<file path="src/rtl/ram_arbiter.sv">
// Two-requester arbiter/sequencer in front of a 16x8 synchronous RAM.
// Serialises single-word read/write commands and returns read data to the owning requester.
module ram_arbiter #(
   parameter int ADDR_W = 4,
   parameter int DATA_W = 8,
   parameter bit FAIR   = 1'b1
) (
   input  logic              clk,
   input  logic              rst_n,
   input  logic              r0_req,
   input  logic              r0_we,
   input  logic [ADDR_W-1:0] r0_addr,
   input  logic [DATA_W-1:0] r0_wdata,
   output logic              r0_gnt,
   output logic              r0_rvalid,
   output logic [DATA_W-1:0] r0_rdata,
   input  logic              r1_req,
   input  logic              r1_we,
   input  logic [ADDR_W-1:0] r1_addr,
   input  logic [DATA_W-1:0] r1_wdata,
   output logic              r1_gnt,
   output logic              r1_rvalid,
   output logic [DATA_W-1:0] r1_rdata,
   output logic [ADDR_W-1:0] ram_addr,
   output logic              ram_wr_en,
   output logic [DATA_W-1:0] ram_data,
   output logic              ram_read_en,
   input  logic [DATA_W-1:0] ram_data_read,
   output logic              busy
);

   typedef enum logic [1:0] {IDLE, CMD, RESP} state_t;

   state_t            state;
   logic              owner;
   logic              last_gnt;
   logic              cmd_we;
   logic              pick;
   logic              sel_we;
   logic [ADDR_W-1:0] sel_addr;
   logic [DATA_W-1:0] sel_wdata;

   // NOTE: every always_comb output gets a value on every path first, so no latch is inferred.
   always_comb begin
      pick = 1'b0;
      if (r0_req && r1_req)
         pick = FAIR ? ~last_gnt : 1'b0;
      else if (r1_req)
         pick = 1'b1;
      sel_we    = pick ? r1_we    : r0_we;
      sel_addr  = pick ? r1_addr  : r0_addr;
      sel_wdata = pick ? r1_wdata : r0_wdata;
   end

   // NOTE: sequential state uses non-blocking assignments only, so every register sees pre-edge values.
   always_ff @(posedge clk or negedge rst_n) begin
      if (!rst_n) begin
         state       <= IDLE;
         owner       <= 1'b0;
         last_gnt    <= 1'b1;
         cmd_we      <= 1'b0;
         r0_gnt      <= 1'b0;
         r1_gnt      <= 1'b0;
         r0_rvalid   <= 1'b0;
         r1_rvalid   <= 1'b0;
         r0_rdata    <= '0;
         r1_rdata    <= '0;
         ram_addr    <= '0;
         ram_data    <= '0;
         ram_wr_en   <= 1'b0;
         ram_read_en <= 1'b0;
         busy        <= 1'b0;
      end else begin
         // Pulses default low; only the state that owns them raises them for one cycle.
         r0_gnt      <= 1'b0;
         r1_gnt      <= 1'b0;
         r0_rvalid   <= 1'b0;
         r1_rvalid   <= 1'b0;
         ram_wr_en   <= 1'b0;
         ram_read_en <= 1'b0;
         case (state)
            IDLE: begin
               if (r0_req || r1_req) begin
                  owner       <= pick;
                  last_gnt    <= pick;
                  cmd_we      <= sel_we;
                  ram_addr    <= sel_addr;
                  ram_data    <= sel_wdata;
                  ram_wr_en   <= sel_we;
                  ram_read_en <= ~sel_we;
                  r0_gnt      <= ~pick;
                  r1_gnt      <= pick;
                  state       <= CMD;
                  busy        <= 1'b1;
               end
            end
            CMD: begin
               state <= cmd_we ? IDLE : RESP;
               busy  <= ~cmd_we;
            end
            RESP: begin
               // RAM output is valid now, one cycle after read_en was sampled.
               if (owner) begin
                  r1_rdata  <= ram_data_read;
                  r1_rvalid <= 1'b1;
               end else begin
                  r0_rdata  <= ram_data_read;
                  r0_rvalid <= 1'b1;
               end
               state <= IDLE;
               busy  <= 1'b0;
            end
            default: begin
               state <= IDLE;
               busy  <= 1'b0;
            end
         endcase
      end
   end

endmodule
</file>
<file path="config.mk">
export PLATFORM = sky130hd
export DESIGN_NAME = ram_arbiter
export DESIGN_NICKNAME = d
export VERILOG_FILES = /design/src/rtl/ram_arbiter.sv
export SDC_FILE = /design/constraint.sdc
export NUM_CORES = 1
export LEC_CHECK = 0
export CORE_MARGIN = 8
export CORE_UTILIZATION = 37
export CTS_CLUSTER_DIAMETER = 30
export CTS_CLUSTER_SIZE = 8
export DETAILED_ROUTE_END_ITERATION = 16
export GPL_ROUTABILITY_DRIVEN = 1
export GPL_TIMING_DRIVEN = 0
export PLACE_DENSITY = 0.76
export SLEW_MARGIN = 5
export SYNTH_ARGS = -nofsm -noshare
export SYNTH_HDL_FRONTEND = slang
export SYNTH_SLANG_ARGS = --single-unit
</file>
<file path="constraint.sdc">
create_clock -name clk -period 1.32 [get_ports clk]
set_input_delay 0.396 -clock clk [delete_from_list [all_inputs] [get_ports clk]]
set_output_delay 0.396 -clock clk [all_outputs]
set_load 0.02 [all_outputs]
</file>
## After elaboration in Yosys (flattened, before gate mapping)

Index checks and enable logic that the tools add are counted.

| word-level totals | value |
|---|---|
| flip-flop bits (word level) | 40 |
| bits in read-only memories | 0 |
| bits in writable memories | 0 |
| output and inout port bits | 35 |
| input bits | 38 |
| bits in latches | 0 |
| memories | 0 |
| logic and storage cells | 51 |

| cells by class | value |
|---|---|
| order comparisons | 0 |
| $add $sub $neg | 0 |
| multiplexer cells | 22 |
| reduce and logical (&&, ||, !) cells | 6 |
| multipliers | 0 |
| equal/unequal tests | 3 |
| bitwise operators | 5 |
| shifts and indexed selects | 0 |
| div/mod/pow operators | 0 |

Operators with widths:

| operator | count |
|---|---|
| 1-bit two-way mux | 16 |
| 8-bit two-way mux | 1 |
| 2-bit AND reduction | 3 |
| 1-bit inverter | 5 |
| 2-bit two-way mux | 2 |
| 4-bit two-way mux | 1 |
| 2-bit one-hot mux with 2 select lines | 1 |
| 2-bit by 1-bit == test with 1-bit output (second input constant) | 1 |
| 2-bit == test (second input constant) | 1 |
| 2-bit zero test | 1 |
| 2-bit inequality test (second input constant) | 1 |
| 1-bit one-hot mux with 2 select lines | 1 |
| 1-bit logical AND | 1 |
| 1-bit logical OR | 1 |

## Depth between registers and ports, before layout

Gate-level depths: netlist of the first run.

| depth | value |
|---|---|
| depth in word-level cells | 6 |
| mapped depth | 6 |

## Least setup slack after synthesis of the first run

No wires, ideal clock.

| timing | value |
|---|---|
| path type | input -> register |
| start | in r1_req |
| end | reg ram_addr[3] |
| arrival | 1.159 ns |
| setup slack | 0.035 ns |
| required time | 1.194 ns |
| cell stages on the path | 4 |
| cells stage by stage | or2_0 buf_2 and4_1 a221o_1 |

| on the way | value |
|---|---|
| word-level cells in the longest chain between the ends | 3 |
| elaborated cells on any way between the ends | 6 |
| those cells by class | 3 x mux; 3 x reduce/logical |

Ends and longest elaborated chain:

| item | line | source |
|---|---|---|
| start, declared | 17 | `input logic r1_req,` |
| 1-bit two-way mux / 1-bit logical AND (equally long branches) | 48, 46 |  |
| 1-bit two-way mux | 46 | `if (r0_req && r1_req)` |
| 4-bit two-way mux | 51 | `sel_addr = pick ? r1_addr : r0_addr;` |
| end signal, assigned | 87 | `ram_addr <= sel_addr;` |
| end, declared | 24 | `output logic [ADDR_W-1:0] ram_addr,` |

Several ways; a longest one is shown, not always the timed one.
A chain may end at the register's enable or synchronous reset.

## Final worst setup path of the first run

| timing | value |
|---|---|
| start | reg owner |
| end | reg r0_rdata[6] |

| on the way | value |
|---|---|
| word-level cells in the longest chain between the ends | 2 |

Ends and longest elaborated chain:

| item | line | source |
|---|---|---|
| start, declared | 35 | `logic owner;` |
| start signal, assigned | 84 | `owner <= pick;` |
| 1-bit inverter (no source line) | - |  |
| 2-bit AND reduction (no source line) | - |  |
| end signal, assigned | 107 | `r0_rdata <= ram_data_read;` |
| end, declared | 16 | `output logic [DATA_W-1:0] r0_rdata,` |

No other way between the ends.

==> results of run 1 <==
logic make-up (layout without fill, tap and decap cells):
family | Yosys count | in the layout | share of synthesized area [%]
AO/OA/AOI/OAI | 29 | 29 | 11.4
buffers and inverters | 9 | 98 | 3.21
flip-flops | 40 | 40 | 62.7
multiplexers | 17 | 17 | 11.9
AND/OR/NAND/NOR | 33 | 33 | 10.7
through the flow:
stage / instances / utilization (%) / cell area, um^2 / worst slack (ns) / TNS, ns
5_1_grt: 269 / 56.9 / 2430 / -0.0230 / -0.0976
2_1_floorplan: 128 / - / 1600 / 0.0347 / 0
6_report: 269 / 56.9 / 2430 / 0.0269 / 0
3_3_place_gp: 252 / 55.9 / 2380 / -1.03 / -48.81
4_1_cts: 267 / 56.8 / 2420 / -0.0383 / -0.0580
3_5_place_dp: 252 / 55.8 / 2380 / -0.495 / -8.90
cells in the final DEF, fill, tap and decap left out, types with 3 or more instances in the layout:
cell type and instances:
a21oi_1 11, a31oi_1 8, buf_2 37, buf_4 12, buf_6 3, clkbuf_8 5
clkdlybuf4s50_1 34, dfrtp_1 37, mux2_2 16, nand2_1 20
worst max-delay path by stage:
stage,startpoint,to,slack (ns),cells after the start
CTS,ram_data[1],ram_data[1],-0.04,1
floorplan,r1_req,ram_addr[3],0.03,4
global placement,rst_n,ram_addr[0],-1.03,1
detailed placement,r1_req,ram_data[6],-0.49,5
global route,owner,r0_rdata[5],-0.02,3
finish,owner,r0_rdata[6],0.03,3
routing by layer:
layer,GRT usage (%),wire [um],up-vias
li1,-,-,632
met1,15.5,1770,592
met2,19.3,1730,67
met3,8.10,622,6
met4,5.79,57,0
met5,0,0,-
final cells by class:
type                       instances  share of cell area, %
sequential                        40                   41.4
timing repair buffer              81                   25.0
multi-input combinational         79                   24.8
clock buffer                       7                   3.14
tap                               52                   2.68
buffer                             7                   2.47
inverter                           2                  0.309
clock inverter                     1                  0.206
sequential cells by signal, summed over array words and instances (netlist names):
signal       cells
state            2
r0_gnt           1
busy             1
r1_rdata         8
r1_gnt           1
r0_rdata         8
ram_wr_en        1
cmd_we           1
owner            1
r0_rvalid        1
ram_data         8
ram_addr         4
r1_rvalid        1
ram_read_en      1
last_gnt         1
power by group through the flow:
| stage | combinational (mW) | clock [mW] | sequential (mW) |
|---|---|---|---|
| floorplan | 0.926 | 0 | 2.77 |
| global placement | 2.93 | 0 | 2.14 |
| detailed placement | 2.98 | 0 | 2.17 |
| CTS | 2.80 | 0.801 | 2.13 |
| global route | 3.05 | 0.842 | 2.21 |
| finish | 2.82 | 0.773 | 2.13 |
what timing repair did:
action	4_1_cts	5_1_grt
cloned	1	0
hold buffers	0	0
pin swaps	2	3
endpoints found under the setup margin	64	27
buffers inserted	6	2
gates resized for setup	152	12
worst reg2reg max path: cells and delay by family, from the launching register on:
kind / cells / cell delay, ns
buffers and inverters: 1 / 0.19
flip-flops: 1 / 0.43
multiplexers: 1 / 0.34
AND/OR/NAND/NOR: 1 / 0.23
==> metrics.yaml, run 1 <==
run_status:
  outcome: "completed"
worst_setup_path:
  cp.required_ns: 1.50
  critPathKind: "flip-flop to flip-flop"
  critPathTopFamily: "flip-flops"
  crit_fanout: 5
  r2r-start: "owner"
  reg2reg_depth: 3
  max_stage_delay_ns: 0.43
  rrSetupSlack_ns: 0.03
  start_kind: "flip-flop"
  r2r_end: "r0_rdata[6]"
  slowest_stage: "dfrtp_1"
  path_buf_inv: 1
  endpoint_kind: "flip-flop"
  path_cells: "nor3b_4, buf_4, mux2_2"
  arrival_ns: 1.47
clock_network:
  cts_root_buf: "clkbuf_8"
  cts_inserted_buffers: 5
  htree_levels: 2
  clock_latency_ns: 0.29
  clockBufferDepth: 2
  cts_tree: "yes"
  cts.sinks: 40
  clk_pin_slew_worst_paths_ns: 0.08
final_layout:
  drive_gt1_share_pct: 40.6
  multi_input_comb_area_um2: 602
  area_growth_pct: 51.9
  fin_nets: 254
  fill_cells: 407
  diodes: 0
  ff_latch_area_um2: 1000
floorplanning:
  die_area_um2: 6680
  coreArea_um2: 4260
  die_width_um: 81.7
  dieHeight_um: 81.7
  rows: 24
  ios: 73
  start_util_pct: 37.5
logic_synthesis:
  syn_area_um2: 1600
  synth_seq_cells: 40
  async_reset_ff_share_pct: 100
  synth_top_area_share_pct: 61.1
  syn_nets: 166
  synth_flop_cell: "dfrtp_1"
  synth_seq_area_share_pct: 62.7
  synth_most_common_cell: "dfrtp_1"
  netlist_top_cells_area: "dfrtp_1, mux2_2, nand2_1, a31oi_1, a21oi_1"
  avgSynthCellArea_um2: 12.5
  synth_warnings: 0
  syn_inst: 128
  synth-edff-count: 0
  yosysUniqueCellTypes: 26
  synth_top_area_cell: "dfrtp_1"
  synth_top_cells_by_count: "dfrtp_1, nand2_1, mux2_2"
timing:
  finalCriticalPeriod_ns: 1.29
  fin_crit_sh_pct: 98.0
  slew_headroom_pct: 42.5
  timing.fmax_ghz: 0.773
  grt_setup_unrepaired: "yes"
  setup_violations: 0
  timing.final.max_slew_violations: 0
  tightest_slew_ns: 0.863
  whs_ns: 0.219
  finalHoldViolations: 0
  final.setup_skew_ns: 0.00918
power_and_ir_drop:
  swShare_pct: 40.2
  share_comb_of_total_power_pct: 49.3
  finalPower_mw: 5.72
  p_sw_mw: 2.30
  seqPwrFrac_pct: 37.2
  vdd.ir_drop.worst_mv: 0.889
  clockPowerShare_pct: 13.5
  p_leak_nw: 1.13
  internal_power_mw: 3.42
  cellPowerDensity_nw_per_um2: 2360
detailed_routing:
  drc: 0
  vias_per_cell: 4.82
  wl_per_cell_um: 15.5
  drtIter0Drc: 31
  drt-pass1-iter-count: 4
  vias: 1297
  ant_nets: 0
  routed_wl_mm: 4.18
grt:
  gr-total-overflow: 0
  grt_max_degree: 41
  antenna_found_initial: 0
  grt_first_pass_wirelength_mm: 6.75
  grt_usage_pct: 13.3
  grt_pass1_vias: 1421
worst_hold_path:
  hold_class: "primary input to async pin"
place:
  hpwlAfterDp_mm: 3.06
  io_buffers: 72
  gp_congestion: 0.703
job:
  drv_cap: 0
No activity file was read; power rests on OpenSTA's default activity.
==> inputs of run 2 (changes only) <==
--- a/config.mk
+++ b/config.mk
@@ -12,7 +12,7 @@
 export DETAILED_ROUTE_END_ITERATION = 16
 export GPL_ROUTABILITY_DRIVEN = 1
 export GPL_TIMING_DRIVEN = 0
-export PLACE_DENSITY = 0.76
+export PLACE_DENSITY = 0.73
 export SLEW_MARGIN = 5
 export SYNTH_ARGS = -nofsm -noshare
 export SYNTH_HDL_FRONTEND = slang
==> constraint.sdc (replaced) <==
create_clock -name clk -period 1.32 [get_ports clk]
set_input_delay 0.396 -clock clk [delete_from_list [all_inputs] [get_ports clk]]
set_output_delay 0.396 -clock clk [all_outputs]
set_load 0.01 [all_outputs]
==> metrics.yaml, run 2 (synthesized netlist as in run 1, its figures left out) <==
detailed_routing:
  drt-pass1-iter-count: 6  # +2
  routed_wl_mm: 4.22  # +0.96%
  drc: 0  # unchanged
  drtIter0Drc: 31  # unchanged
  vias: 1315  # +1.4%
  wl_per_cell_um: 15.5  # -0.16%
  vias_per_cell: 4.83  # +0.27%
  ant_nets: 0  # unchanged
final_layout:
  fin_nets: 257  # +1.2%
  diodes: 0  # unchanged
  fill_cells: 374  # -8.1%
  reg_top3: "r0_rdata: 8 flops, r1_rdata: 8 flops, ram_data: 8 flops"
  mostFrequentLayoutCell: "dfrtp_1"
  area_growth_pct: 59.3
  final_cell_mix: "dfrtp_1, clkdlybuf4s50_1, clkbuf_2"
  drive_gt1_share_pct: 41.8  # +1.3 points
clock_network:
  clk_pin_slew_worst_paths_ns: 0.07  # about the same
  hold_buffers: 0  # unchanged
  clockBufferDepth: 2  # unchanged
  cts.sinks: 40  # unchanged
  cts_root_buf: "clkbuf_8"
  clock_latency_ns: 0.29  # about the same
  htree_levels: 2  # unchanged
  cts_inserted_buffers: 5  # unchanged
  cts_tree: "yes"
worst_setup_path:
  critPathKind: "flip-flop to flip-flop"
  cp.required_ns: 1.49  # about the same
  critPathTopFamily: "flip-flops"
  r2r-start: "state[0]"
  path_cells: "nor3b_4, buf_6, mux2_4"
  slowest_stage: "dfrtp_2"
  start_kind: "flip-flop"
  r2r_end: "r0_rdata[7]"
  path_buf_inv: 1  # unchanged
  rrSetupSlack_ns: 0.03  # about the same
  max_stage_delay_ns: 0.46  # +0.03 ns
  endpoint_kind: "flip-flop"
  reg2reg_depth: 3  # unchanged
  cp-startpoint: "state[0]"
  arrival_ns: 1.46  # about the same
  crit_fanout: 5  # unchanged
floorplanning:
  ios: 73  # unchanged
  dieHeight_um: 81.7  # unchanged
  start_util_pct: 37.5  # unchanged
  die_area_um2: 6680  # unchanged
  die_width_um: 81.7  # unchanged
  rows: 24  # unchanged
  coreArea_um2: 4260  # unchanged
place:
  dp_slack_ns: -0.473  # +0.0217 ns
  hpwlAfterDp_mm: 3.07  # about the same
  io_buffers: 72  # unchanged
  gp_congestion: 0.701  # -0.31%
grt:
  grt_use_met1_pct: 13.8  # -1.7 points
  grt_max_degree: 41  # unchanged
  grt_util_met2_pct: 20.0  # +0.80 points
  met3_usage_pct: 8.42  # +0.33 points
  antenna_found_initial: 0  # unchanged
  grt_usage_pct: 12.7  # -0.56 points
  gr-total-overflow: 0  # unchanged
  busiest_layer: "met2"
  grt_pass1_vias: 1379  # -3.0%
  grt_first_pass_wirelength_mm: 6.61  # -2.0%
timing:
  setup_violations: 0  # unchanged
  final.setup_skew_ns: 0.00495  # -0.00422 ns
  finalSetupTns_ns: 0  # unchanged
  timing.fmax_ghz: 0.778  # +0.55%
  slew_headroom_pct: 41.9  # -0.57 points
  grt_setup_unrepaired: "yes"
  timing.final.max_slew_violations: 0  # unchanged
  finalHoldViolations: 0  # unchanged
  setup_slack_ns: 0.0340  # +0.00703 ns
  fin_crit_sh_pct: 97.4  # -0.53 points
  finalCriticalPeriod_ns: 1.29  # -0.00703 ns
  tightest_slew_ns: 0.872  # +0.00855 ns
power_and_ir_drop:
  vdd.ir_drop.worst_mv: 0.921  # +3.6%
  share_comb_of_total_power_pct: 46.4  # -2.9 points
  swShare_pct: 35.1  # -5.0 points
  internal_power_mw: 3.64  # +6.2%
  p_leak_nw: 1.19  # +5.3%
  cellPowerDensity_nw_per_um2: 2200  # -6.5%
  clockPowerShare_pct: 14.7  # +1.2 points
  seqPwrFrac_pct: 38.9  # +1.7 points
  p_sw_mw: 1.97  # -14%
  finalPower_mw: 5.61  # -2.0%
job:
  drv_cap: 0  # unchanged
run_status:
  outcome: "completed"
worst_hold_path:
  hold_class: "primary input to async pin"
run 2: cell types whose count changed in the layout (fill, tap and decap cells not counted), sizes merged:
cell / change
clkbuf: +24
clkinv: -1
clkdlybuf4s15: +4
clkinvlp: +1
buf: -25
run 2: through the flow:
stage	area (um^2)	util, %	std cells	hold WS [ns]
after floorplan	1600	-	128	0.100
after global placement	2380	55.9	252	0.450
after detailed placement	2380	55.8	252	0.462
after CTS	2560	59.9	263	0.248
after global routing	2540	59.7	272	0.276
final	2540	59.7	272	0.224
run 2: worst reg2reg max path: stages (launching register included):
cell,delay (ns)
dfrtp_2,0.46
nor3b_4,0.25
buf_6,0.17
mux2_4,0.30
run 2: how the worst max path moves through the flow:
stage / to / depth (start not counted)
3_3_place_gp: ram_addr[0] / 1
6_report: r0_rdata[7] / 3
4_1_cts: r0_rdata[0] / 3
2_1_floorplan: ram_addr[3] / 4
3_5_place_dp: ram_addr[3] / 5
5_1_grt: r0_rdata[1] / 3
run 2: layer usage:
metal | up-vias | routed length (um) | part of all wire, %
met5 | - | 0 | 0
met4 | 0 | 28 | 0.66
met3 | 4 | 574 | 14
met2 | 63 | 1910 | 45
met1 | 616 | 1710 | 40
li1 | 632 | - | -
run 2: final cells by class:
class	instances	area [um^2]	area share, %
Multi-Input combinational cell	79	664	26.1
Sequential cell	40	1010	39.5
Timing Repair Buffer	84	653	25.7
Clock buffer	7	86.3	3.39
Inverter	2	7.51	0.295
Clock inverter	1	7.51	0.295
Tap cell	52	65.1	2.56
Buffer	7	55.1	2.16
run 2: power groups by stage:
stage	logic, mW	registers, mW	clock network [mW]
detailed placement	2.57	2.18	0
floorplan	0.928	2.39	0
finish	2.60	2.18	0.826
global route	2.84	2.26	0.915
global placement	2.52	2.15	0
CTS	2.47	2.20	0.844
run 2: repair_timing:
action                     4_1_cts  5_1_grt
buffers inserted                 2        9
setup endpoints to repair       61       54
pin swaps                        0        1
gates resized for setup         93       51
cloned                           1        0
